### src/rtl/reverse_bits.sv
// reverse_bits: mirrors the bit order of two independent WIDTH-bit operands.
//
// q and w are the combinational mirrors of a and b. They do not depend on
// clk, rst or en, so they stay valid during reset. q_r and w_r are copies
// registered on en, and vld strobes for one cycle after each capture.
//
// Build option: define REVERSE_BITS_PALINDROME_EN to add the palindrome
// flags pal_a/pal_b and their registered copies pal_a_r/pal_b_r.
//
// Ports:
//   clk     rising-edge clock
//   rst     synchronous reset, active-high, has priority over en
//   en      capture enable for the registered results
//   a, b    operands
//   q, w    combinational bit-reverse of a, b
//   q_r,w_r registered bit-reverse of a, b (1-cycle latency)
//   vld     high for one cycle after a capture
//   pal_a, pal_b, pal_a_r, pal_b_r  (optional) operand equals its own reverse
module reverse_bits #(
  parameter int WIDTH = 8
) (
  input  logic             clk,
  input  logic             rst,
  input  logic             en,
  input  logic [WIDTH-1:0] a,
  input  logic [WIDTH-1:0] b,
  output logic [WIDTH-1:0] q,
  output logic [WIDTH-1:0] w,
  output logic [WIDTH-1:0] q_r,
  output logic [WIDTH-1:0] w_r,
`ifdef REVERSE_BITS_PALINDROME_EN
  output logic             pal_a,
  output logic             pal_b,
  output logic             pal_a_r,
  output logic             pal_b_r,
`endif
  output logic             vld
);

  // Pure rewiring: each output bit is taken from the mirrored input bit, so
  // an X on an input bit appears only on the mirrored output bit.
  function automatic logic [WIDTH-1:0] reverse(input logic [WIDTH-1:0] x);
    logic [WIDTH-1:0] r;
    for (int i = 0; i < WIDTH; i++) begin
      r[i] = x[WIDTH-1-i];
    end
    return r;
  endfunction

  assign q = reverse(a);
  assign w = reverse(b);

  always_ff @(posedge clk) begin
    if (rst) begin
      q_r <= '0;
      w_r <= '0;
      vld <= 1'b0;
    end else if (en) begin
      q_r <= q;
      w_r <= w;
      vld <= 1'b1;
    end else begin
      vld <= 1'b0;
    end
  end

`ifdef REVERSE_BITS_PALINDROME_EN
  assign pal_a = (a == q);
  assign pal_b = (b == w);

  always_ff @(posedge clk) begin
    if (rst) begin
      pal_a_r <= 1'b0;
      pal_b_r <= 1'b0;
    end else if (en) begin
      pal_a_r <= pal_a;
      pal_b_r <= pal_b;
    end
  end
`endif

endmodule

### config.mk
export PLATFORM = sky130hd
export DESIGN_NAME = reverse_bits
export DESIGN_NICKNAME = d
export VERILOG_FILES = /design/src/rtl/reverse_bits.sv
export SDC_FILE = /design/constraint.sdc
export NUM_CORES = 1
export LEC_CHECK = 0
export ABC_AREA = 1
export CORE_UTILIZATION = 33
export DETAILED_ROUTE_END_ITERATION = 7
export PLACE_DENSITY_LB_ADDON = 0.1
export SLEW_MARGIN = 0
export SYNTH_ARGS = -nofsm -noshare
export SYNTH_HDL_FRONTEND = slang
export SYNTH_SLANG_ARGS = --single-unit
### constraint.sdc
create_clock -name clk -period 0.8 [get_ports clk]
set_input_delay 0.12 -clock clk [delete_from_list [all_inputs] [get_ports clk]]
set_output_delay 0.12 -clock clk [all_outputs]
set_load 0.1 [all_outputs]
=== Yosys cells after proc, flatten, opt, wreduce, memory -nomap -nowiden ===
Index checks and enable logic that the tools add are counted.

* Add/subtract/negate cells: 0
* Multipliers: 0
* Div/mod/pow operators: 0
* Order comparisons: 0
* Equal/unequal tests: 0
* Shifts and indexed selects: 0
* Mux-type cells: 1
* Bitwise gates (word level): 0
* Reduce and logical (&&, ||, !) cells: 0

{| class="wikitable"
|+ Operators with widths
! cell !! count
|-
| $mux 1 || 1
|}

* Register bits: 17
* Latch bits: 0
* Bits in writable memories: 0
* ROM bits: 0
* Input bits: 19
* Memories kept: 0

=== Depth between registers and ports, before layout ===
* Word-level depth: 1
* Depth in mapped cells: 5
* Depth with buffers taken out: 4

=== Least setup slack after synthesis ===
No wires, ideal clock.

* Kind: reg-to-reg
* Start point: register q_r[0] (netlist name)
* End point: register q_r[0]
* Setup time: 0.063 ns
* Arrival: 1.151 ns
* Required time: 0.737 ns
* Slack: -0.414 ns
* Stages on the path, launching flop included: 3
* Period minus slack after synthesis: 1.214 ns
* Cell sequence: dfxtp_1 -> nor2_1 -> nor2_2

{| class="wikitable"
|+ RTL lines
! element !! RTL line !! text
|-
| to (signal assigned) || 59 || <nowiki>q_r <= q;</nowiki>
|-
| to (decl) || 29 || <nowiki>output logic [WIDTH-1:0] q_r,</nowiki>
|}

=== Worst setup path in the final report ===
* Start point: register q_r[0]
* End point: output q_r[0]

No word-level cell between the ends.

==> results.sh <==
export IMPL_initial_antenna_violation_count=0
export IMPL_cts_setup_buffers=0
export IMPL_place_gp_congestion=0.597
export IMPL_filler_cell_count=213
export IMPL_drt_first_iter_violations=6
export IMPL_tns_ns=-2.39
export IMPL_multiInputGateArea_sq_um=294
export IMPL_chipHeight_um=53.8
export IMPL_synth_cells=121
export IMPL_number_of_vias_in_the_routed_layout=765
export IMPL_hold_worst_slack_ns=0.312
export IMPL_setup_viol=17
export IMPL_final_critical_path_setup_slack_ns=-0.151
export IMPL_drtPass1Iterations=3
export IMPL_setup_worst_path_start_class="flop"
export IMPL_grt_total_usage_pct=15.7
export IMPL_yosysTopAreaCellShare_pct=38.4
export IMPL_detail_route_wl_per_cell_um=10.1
export IMPL_ys_ff_latch=17
export IMPL_fp_coreArea_sq_um=2500
export IMPL_tightest_slew_ns=0.158
export IMPL_detail_route_drc_violations=0
export IMPL_yosys_cell_types_count=11
export IMPL_start_util_pct=35.5
export IMPL_power_report_internal_total_mw=1.59
export IMPL_synthTopCellsByArea="sky130_fd_sc_hd__dfxtp_1, sky130_fd_sc_hd__buf_4, sky130_fd_sc_hd__nor2_1"
export IMPL_synth_fp_nets=140
export IMPL_critical_path_buf_inv_count=1
export IMPL_dp_hpwl_um=1460
export IMPL_period_needed_ns=0.951
export IMPL_syn_cell_area_sq_um=887
export IMPL_fin_nets=177
export IMPL_drt_wl_total_um=1890
export IMPL_antenna_left=0
export IMPL_slowest_stage_cell_crit_path="sky130_fd_sc_hd__dfxtp_2"
export IMPL_timing_clock_skew_ns=0
export IMPL_final_cell_mix="sky130_fd_sc_hd__buf_12, sky130_fd_sc_hd__nor2_1, sky130_fd_sc_hd__nand2_1"
export IMPL_pwr_density_nw_per_um2=1680
export IMPL_h_tree_depth=1
export IMPL_buffer_ports_inserted=51
export IMPL_static_leakage_power_nw=0.837
export IMPL_synth_seq_area_share_pct=38.4
export IMPL_worst_path_max_fanout=2
export IMPL_cts_hold_buffers=0
export IMPL_number_of_global_route_vias_before_repair=758
export IMPL_largest_net_degree_at_the_start_of_global_routing=18
export IMPL_post_route_cells_drive_above_1_share_pct=49.0
export IMPL_vdd_drop_max_uv=1370
export IMPL_root_buf_cell="sky130_fd_sc_hd__clkbuf_4"
export IMPL_worst_relative_slew_slack_pct=89.5
export IMPL_failed_checks="negative setup slack"
export IMPL_combinational_share_of_power_pct=50.8
export IMPL_outcome="finished with violations"
export IMPL_yosys_area_top_type="sky130_fd_sc_hd__dfxtp_1"
export IMPL_clockBufferDepth=2
export IMPL_sw_frac_of_total_pct=44.2
export IMPL_avgViaCountPerCell=4.09
export IMPL_hold_class="input pin to flop"
export IMPL_timing_max_cap_violations=0
export IMPL_num_io_pins=52
export IMPL_syn2layout_area_growth_pct=91.7
export IMPL_clock_slew_at_the_register_clock_pins_of_the_worst_setup_and_hold_paths_ns=0.10
export IMPL_rsz0062_at_grt="true"
export IMPL_clock_insertion_delay_at_the_later_pin_of_the_skew_report_ns=0.29
export IMPL_critical_path_top_delay_family="flip-flops"
export IMPL_netSwitchingPower_mw=1.26
export IMPL_share_seq_of_total_power_pct=33.5
export IMPL_clock_sinks=17
export IMPL_cp_required_ns=0.68
export IMPL_power_total_mw=2.85
export IMPL_clockPowerShare_pct=15.7
export IMPL_cp_cell_sequence="buf_12"
export IMPL_arrival_ns=0.83
export IMPL_critical_path_class="flop to output pin"
export IMPL_gr_total_overflow=0
export IMPL_synthesis_yosys_warnings=0
export IMPL_die_area_sq_um=2900
export IMPL_report_final_hold_viol_count=0
export IMPL_slew_viol_final=0
export IMPL_final_common_cell="sky130_fd_sc_hd__buf_12"
export IMPL_layout_worst_path_cycle_share_pct=119
export IMPL_diode_count=0
export IMPL_critical_path_max_stage_delay_ns=0.37
export IMPL_die_width_um=53.8
export IMPL_cts_buffers=3
export IMPL_postSynthAreaPerCell_sq_um=7.33
export IMPL_sequential_cell_area_in_the_final_layout_sq_um=399
export IMPL_global_route_wire_length_before_repair_um=3200
export IMPL_clock_fmax_ghz=1.05
export IMPL_cts_tree="yes"
export IMPL_post_route_util_pct=68.0
export IMPL_worst_setup_path_end_kind="output pin"
export IMPL_row_count=18
-- power by group through the flow --
stage          Sequential (mW)  Clock, mW  Combinational, mW
2_1_floorplan             1.37          0              0.563
3_3_place_gp             0.973          0               1.44
3_5_place_dp             0.975          0               1.46
4_1_cts                  0.956      0.476               1.46
5_1_grt                  0.963      0.513               1.50
6_report                 0.954      0.448               1.45
-- per-stage QoR --
step,cells,setup WS (ns),instance area (sq um)
CTS,187,-0.171,1700
global placement,182,-0.300,1660
global route,187,-0.190,1700
detailed placement,182,-0.338,1660
finish,187,-0.151,1700
floorplan,121,-0.103,946
-- synthesized netlist by cell type (all sizes together) --
cell type,n
nand2,32
dfxtp,17
inv,18
nor2,33
buf,21
-- final timing paths --
kind / start / endpoint / slack (ns) / cells past startpoint
worst min-delay path: b[0] / w_r[7]$_SDFFE_PP0P_ / 0.31 / 5
worst max-delay path: q_r[0]$_SDFFE_PP0P_ / q_r[0] / -0.15 / 1
worst min register to register: w_r[7]$_SDFFE_PP0P_ / w_r[7]$_SDFFE_PP0P_ / 0.51 / 2
worst max register to register: w_r[1]$_SDFFE_PP0P_ / w_r[1]$_SDFFE_PP0P_ / 0.16 / 2
-- state kept, by name (all words and copies together), names as in the netlist --
| signal | count |
|---|---|
| w_r | 8 |
| q_r | 8 |
| vld | 1 |
-- cell families (layout without fill, tap and decap cells) --
group	count (synthesis)	after routing	share of synthesized area (%)
DFF	17	17	38.4
and+or+nand+nor	65	65	33.1
buffers and inverters	39	75	28.5
-- cell type report --
type	count	area share, %
Timing Repair Buffer	53	51.3
Sequential cell	17	23.5
Multi-Input combinational cell	65	17.3
Inverter	18	4.12
Tap cell	30	2.21
Clock buffer	3	1.32
Clock inverter	1	0.294
-- routing by layer --
metal  wire length (um)  share of wire [%]  track usage (%)  up-vias
met5                  0                  0                0        -
met4                 27                1.4             7.89        0
li1                   -                  -                -      405
met1                728                 39             18.1      334
met3                124                6.6             3.11        2
met2               1010                 53             27.2       24
-- what timing repair did --
item / CTS / global route
endpoints found under the setup margin: 43 / 25
gates resized for setup: 17 / 1
gates cloned: 1 / 0
(Power assumes the default switching activity.)
==> variant 1: new RTL, same flow settings <==
The parameter `WIDTH` goes from 8 to 9.
--- a/src/rtl/reverse_bits.sv
+++ b/src/rtl/reverse_bits.sv
@@ -18,5 +18,5 @@
 //   pal_a, pal_b, pal_a_r, pal_b_r  (optional) operand equals its own reverse
 module reverse_bits #(
-  parameter int WIDTH = 8
+  parameter int WIDTH = 9
 ) (
   input  logic             clk,
Interface: changed (6 resized); port bits go from 52 to 58. The function was not compared with the original's and may differ.
==> variant 1 against the unedited design <==
The run still ends with negative setup slack left. Worst setup slack got worse by 0.020 ns. Routed wire length rose by 21%. Critical path depth did not move. Final cell count rose by 11%. Sequential cell count rose by 2. Die area rose by 9.9%. Design area rose by 12%. Synthesized area rose by 10%. Power rose by 12%. Critical path type unchanged. Critical endpoint is now w_r[3].
==> variant 1: results (changes against the unedited design) <==
<table>
<tr><th>Metric</th><th>Value</th></tr>
<tr><th colspan="2">Run status</th></tr>
<tr><td>Result of the run</td><td>complete, but fails checks (unchanged)</td></tr>
<tr><td>Failing checks</td><td>negative setup slack (unchanged)</td></tr>
<tr><th colspan="2">Global route</th></tr>
<tr><td>Wire length of the first global-routing pass</td><td>3770 um (was 3200 um)</td></tr>
<tr><td>Largest net degree at the start of global routing</td><td>20 (was 18)</td></tr>
<tr><td>Aggregate global-route resource usage</td><td>0.154 (was 0.157)</td></tr>
<tr><td>Via count of the first global-routing pass</td><td>819 (was 758)</td></tr>
<tr><th colspan="2">Drt</th></tr>
<tr><td>Pre-Repair DR Iteration Count</td><td>4 (was 3)</td></tr>
<tr><td>Via count</td><td>847 (was 765)</td></tr>
<tr><td>Iteration-0 DRC count of the detailed router</td><td>13 (was 6)</td></tr>
<tr><td>Average wire per cell in the routed design</td><td>11.0 um (was 10.1 um)</td></tr>
<tr><th colspan="2">Pwr</th></tr>
<tr><td>Worst ir drop on vdd</td><td>1.30 mV (was 1.37 mV)</td></tr>
<tr><th colspan="2">Logic synthesis</th></tr>
<tr><td>Most area-consuming cells after synthesis</td><td>dfxtp_1 39%, buf_4 15%, nor2_1 10% (was dfxtp_1 38%, buf_4 14%, nor2_1 9.7%)</td></tr>
<tr><td>Number of instances in the synthesized netlist</td><td>135 (was 121)</td></tr>
<tr><td>Top cells by instance count after synthesis</td><td>27 x nor2_1, 25 x nand2_1, 19 x buf_4, 19 x dfxtp_1, 19 x inv_1 (was 23 x nor2_1, 22 x nand2_1, 17 x buf_4, 17 x dfxtp_1, 17 x inv_1)</td></tr>
<tr><td>Yosys cell types</td><td>10 (was 11)</td></tr>
<tr><td>Part of the Yosys area used for sequential elements</td><td>0.389 (was 0.384)</td></tr>
<tr><th colspan="2">Final layout</th></tr>
<tr><td>Fraction of layout cells with a size suffix above 1</td><td>0.489 (was 0.490)</td></tr>
<tr><td>Post-layout net count</td><td>198 (was 177)</td></tr>
<tr><th colspan="2">Critical path</th></tr>
<tr><td>Register-to-register setup slack</td><td>0.07 ns (was 0.16 ns)</td></tr>
<tr><td>Worst path slowest cell</td><td>dfxtp_4 (was dfxtp_2)</td></tr>
<tr><th colspan="2">Placed design</th></tr>
<tr><td>Place WS</td><td>-0.364 ns (was -0.338 ns)</td></tr>
<tr><td>HPWL reported at the end of detailed placement</td><td>1670 um (was 1460 um)</td></tr>
<tr><td>Number of port buffers</td><td>57 (was 51)</td></tr>
<tr><th colspan="2">STA</th></tr>
<tr><td>Number of failing setup endpoints in the final timing report</td><td>19 (was 17)</td></tr>
<tr><td>Post-layout worst setup margin</td><td>-0.171 ns (was -0.151 ns)</td></tr>
<tr><td>Rel. slew slack</td><td>0.879 (was 0.895)</td></tr>
<tr><th colspan="2">Clock tree</th></tr>
<tr><td>Clock insertion delay at the later pin of the skew report</td><td>around 0.3 ns</td></tr>
<tr><td>Clock Root Buffer</td><td>clkbuf_4 (unchanged)</td></tr>
</table>
variant 1: layer usage:
| metal | up-vias | part of all wire | GRT usage |
|---|---|---|---|
| met5 | - | 0 | 0 |
| met4 | 0 | 0.0096 | 0.0627 |
| met3 | 2 | 0.073 | 0.0553 |
| met2 | 34 | 0.55 | 0.277 |
| met1 | 366 | 0.36 | 0.161 |
| li1 | 445 | - | - |
variant 1: final cells by class:
type | instances | area, um^2
Clock buffer | 3 | 22.5
Timing Repair Buffer | 60 | 977
Clock inverter | 1 | 5.00
Inverter | 20 | 77.6
Fill cell | 241 | 885
Sequential cell | 19 | 447
Tap cell | 31 | 38.8
Multi-Input combinational cell | 73 | 329
variant 1: cell families (layout without fill, tap and decap cells):
| family | count (synthesis) | count (layout) | share of synthesized area |
|---|---|---|---|
| and+or+nand+nor | 73 | 73 | 0.334 |
| buffers and inverters | 43 | 84 | 0.277 |
| DFF | 19 | 19 | 0.389 |
variant 1: per-stage QoR:
| step | std cells | cell area [um^2] | setup TNS, ns | total power [W] | util |
|---|---|---|---|---|---|
| final | 207 | 1900 | -3.08 | 0.00318 | 0.682 |
| after global routing | 207 | 1900 | -3.86 | 0.00332 | 0.682 |
| after CTS | 207 | 1890 | -3.29 | 0.00321 | 0.680 |
| after detailed placement | 201 | 1850 | -9.24 | 0.00273 | 0.664 |
| after global placement | 201 | 1850 | -8.72 | 0.00271 | 0.664 |
| after floorplan | 135 | 1040 | -0.103 | 0.00215 | - |
variant 1: repair_timing:
| action | 4_1_cts | 5_1_grt |
|---|---|---|
| gates cloned | 1 | 0 |
| endpoints found under the setup margin | 50 | 25 |
| gates resized for setup | 19 | 3 |
| buffers inserted | 1 | 0 |
| hold buffers | 0 | 0 |
| pin swaps | 0 | 0 |
variant 1: worst paths after layout:
check | from | to | cells after the start
max reg2reg | w_r[7] | w_r[7] | 3
min | a[0] | q_r[8] | 5
max | w_r[3] | w_r[3] | 1
min reg2reg | q_r[7] | q_r[7] | 2
variant 1: report_power, final:
part / switching, W / internal [W]
clock network: 0.000306 / 0.000187
registers: 0.0000681 / 0.000999
logic: 0.00105 / 0.000572
==> variant 2: new RTL, same flow settings <==
Made on the original files. Register the output `vld` once more, with the module's reset; this adds one clock of latency there. The other outputs are not delayed to match. Comments in the files are not updated.
--- a/src/rtl/reverse_bits.sv
+++ b/src/rtl/reverse_bits.sv
@@ -38,4 +38,6 @@
 );
 
+  logic vld_s0;
+
   // Pure rewiring: each output bit is taken from the mirrored input bit, so
   // an X on an input bit appears only on the mirrored output bit.
@@ -55,11 +57,11 @@
       q_r <= '0;
       w_r <= '0;
-      vld <= 1'b0;
+      vld_s0 <= 1'b0;
     end else if (en) begin
       q_r <= q;
       w_r <= w;
-      vld <= 1'b1;
+      vld_s0 <= 1'b1;
     end else begin
-      vld <= 1'b0;
+      vld_s0 <= 1'b0;
     end
   end
@@ -80,4 +82,12 @@
 `endif
 
+  always_ff @(posedge clk) begin
+    if (rst) begin
+      vld <= '0;
+    end else begin
+      vld <= vld_s0;
+    end
+  end
+
 endmodule
 
Behaviour: not the same (Yosys sat finds a counterexample within 4 cycles, from zero or initial values and one cycle with rst high).
==> variant 2 against the unedited design <==
The flow still finishes with violations (negative setup slack). Design area is 0.96% lower. Non-clock buffer count is 1 higher. Power is 0.83% higher. Routed wire length is 1.1% lower. Sequential cell count is 1 higher. Worst setup slack worse by 0.0067 ns. Hold slack worse by 0.016 ns. Highest routed layer is now met3. Synthesized area is 2.5% lower.
==> variant 2: results (changes against the unedited design) <==
<table>
<tr><th>Metric</th><th>Value</th></tr>
<tr><th colspan="2">Run status</th></tr>
<tr><td>Failing checks</td><td>negative setup slack (unchanged)</td></tr>
<tr><td>Result of the run</td><td>complete, but fails checks (unchanged)</td></tr>
<tr><th colspan="2">Logic synthesis</th></tr>
<tr><td>Part of the Yosys area used for sequential elements</td><td>0.417 (was 0.384)</td></tr>
<tr><td>Top cells by instance count after synthesis</td><td>34 x nor2_1, 32 x nand2_1, 18 x dfxtp_1, 18 x inv_1, 16 x buf_4 (was 23 x nor2_1, 22 x nand2_1, 17 x buf_4, 17 x dfxtp_1, 17 x inv_1)</td></tr>
<tr><td>Synthesized netlist net count</td><td>143 (was 140)</td></tr>
<tr><td>Most area-consuming cells after synthesis</td><td>dfxtp_1 42%, nor2_1 15%, buf_4 14% (was dfxtp_1 38%, buf_4 14%, nor2_1 9.7%)</td></tr>
<tr><th colspan="2">Drt</th></tr>
<tr><td>Wire length after detailed routing</td><td>1870 um (was 1890 um)</td></tr>
<tr><th colspan="2">Final layout</th></tr>
<tr><td>Post-layout net count</td><td>181 (was 177)</td></tr>
<tr><td>Fill count</td><td>216 (was 213)</td></tr>
<tr><td>Largest regs</td><td>q_r: 8 flops, w_r: 8 flops (was q_r: 8 flops, w_r: 8 flops, vld: 1 flops)</td></tr>
<tr><td>Fraction of layout cells with a size suffix above 1</td><td>0.354 (was 0.490)</td></tr>
<tr><th colspan="2">Global route</th></tr>
<tr><td>Wire length of the first global-routing pass</td><td>2900 um (was 3200 um)</td></tr>
<tr><td>Met3 GRT Util</td><td>0.0517 (was 0.0311)</td></tr>
<tr><td>Global routing usage on met2</td><td>0.293 (was 0.272)</td></tr>
<tr><th colspan="2">Hold path</th></tr>
<tr><td>Startpoint of the tightest hold check path</td><td>b[5] (was b[0])</td></tr>
<tr><th colspan="2">Pwr</th></tr>
<tr><td>Worst ir drop on vdd</td><td>1.23 mV (was 1.37 mV)</td></tr>
<tr><td>P_leak</td><td>0.850 nW (was 0.837 nW)</td></tr>
<tr><th colspan="2">STA</th></tr>
<tr><td>Post-layout worst setup margin</td><td>-0.158 ns (was -0.151 ns)</td></tr>
<tr><td>Number of failing setup endpoints in the final timing report</td><td>17 (unchanged)</td></tr>
<tr><th colspan="2">Critical path</th></tr>
<tr><td>Worst flop-to-flop path startpoint</td><td>q_r[4] (was w_r[1])</td></tr>
</table>
[variant 2: cell type report]
class                           instances  area share
Clock buffer                            4      0.0156
Timing Repair Buffer                   54       0.522
Multi-Input combinational cell         66       0.147
Inverter                               19      0.0438
Sequential cell                        18       0.249
Tap cell                               30      0.0223
[variant 2: power by group]
group | internal (W) | switching [W] | total [W] | leakage, nW
registers | 0.000946 | 0.0000613 | 0.00101 | 0.159
logic | 0.000501 | 0.000910 | 0.00141 | 0.675
clock network | 0.000194 | 0.000260 | 0.000454 | 0.0150
total | 0.00164 | 0.00123 | 0.00287 | 0.850
[variant 2: timing repair]
action	CTS	global route
gates cloned	1	0
gates resized for setup	17	1
pin swaps	0	0
endpoints found under the setup margin	35	29
endpoints found under the hold margin	0	0
[variant 2: final timing paths]
path	end	slack, ns	depth (start not counted)
setup / recovery	w_r[4]	-0.16	1
hold / removal	w_r[2]	0.30	5
setup reg to reg	q_r[4]	0.19	2
hold reg to reg	vld	0.40	2
[variant 2: kinds of logic after synthesis]
group,synth area share
AND/OR/NAND/NOR,0.287
buffers and inverters,0.297
flip-flops,0.417
[variant 2: per-stage QoR]
stage	cell area (um^2)	TNS, ns	hold WS, ns	power, W	utilization
2_1_floorplan	923	-0.0967	0.184	0.00194	-
3_3_place_gp	1640	-7.20	0.384	0.00244	0.664
3_5_place_dp	1640	-7.59	0.387	0.00245	0.664
4_1_cts	1680	-2.71	0.293	0.00291	0.679
5_1_grt	1680	-3.06	0.301	0.00299	0.680
6_report	1680	-2.47	0.295	0.00287	0.680
[variant 2: layer usage]
metal  routed length [um]  vias up  part of all wire
met5                    0        -                 0
met4                    0        0                 0
met3                  155        0             0.083
met2                 1010       33              0.54
met1                  699      348              0.37
li1                     -      416                 -
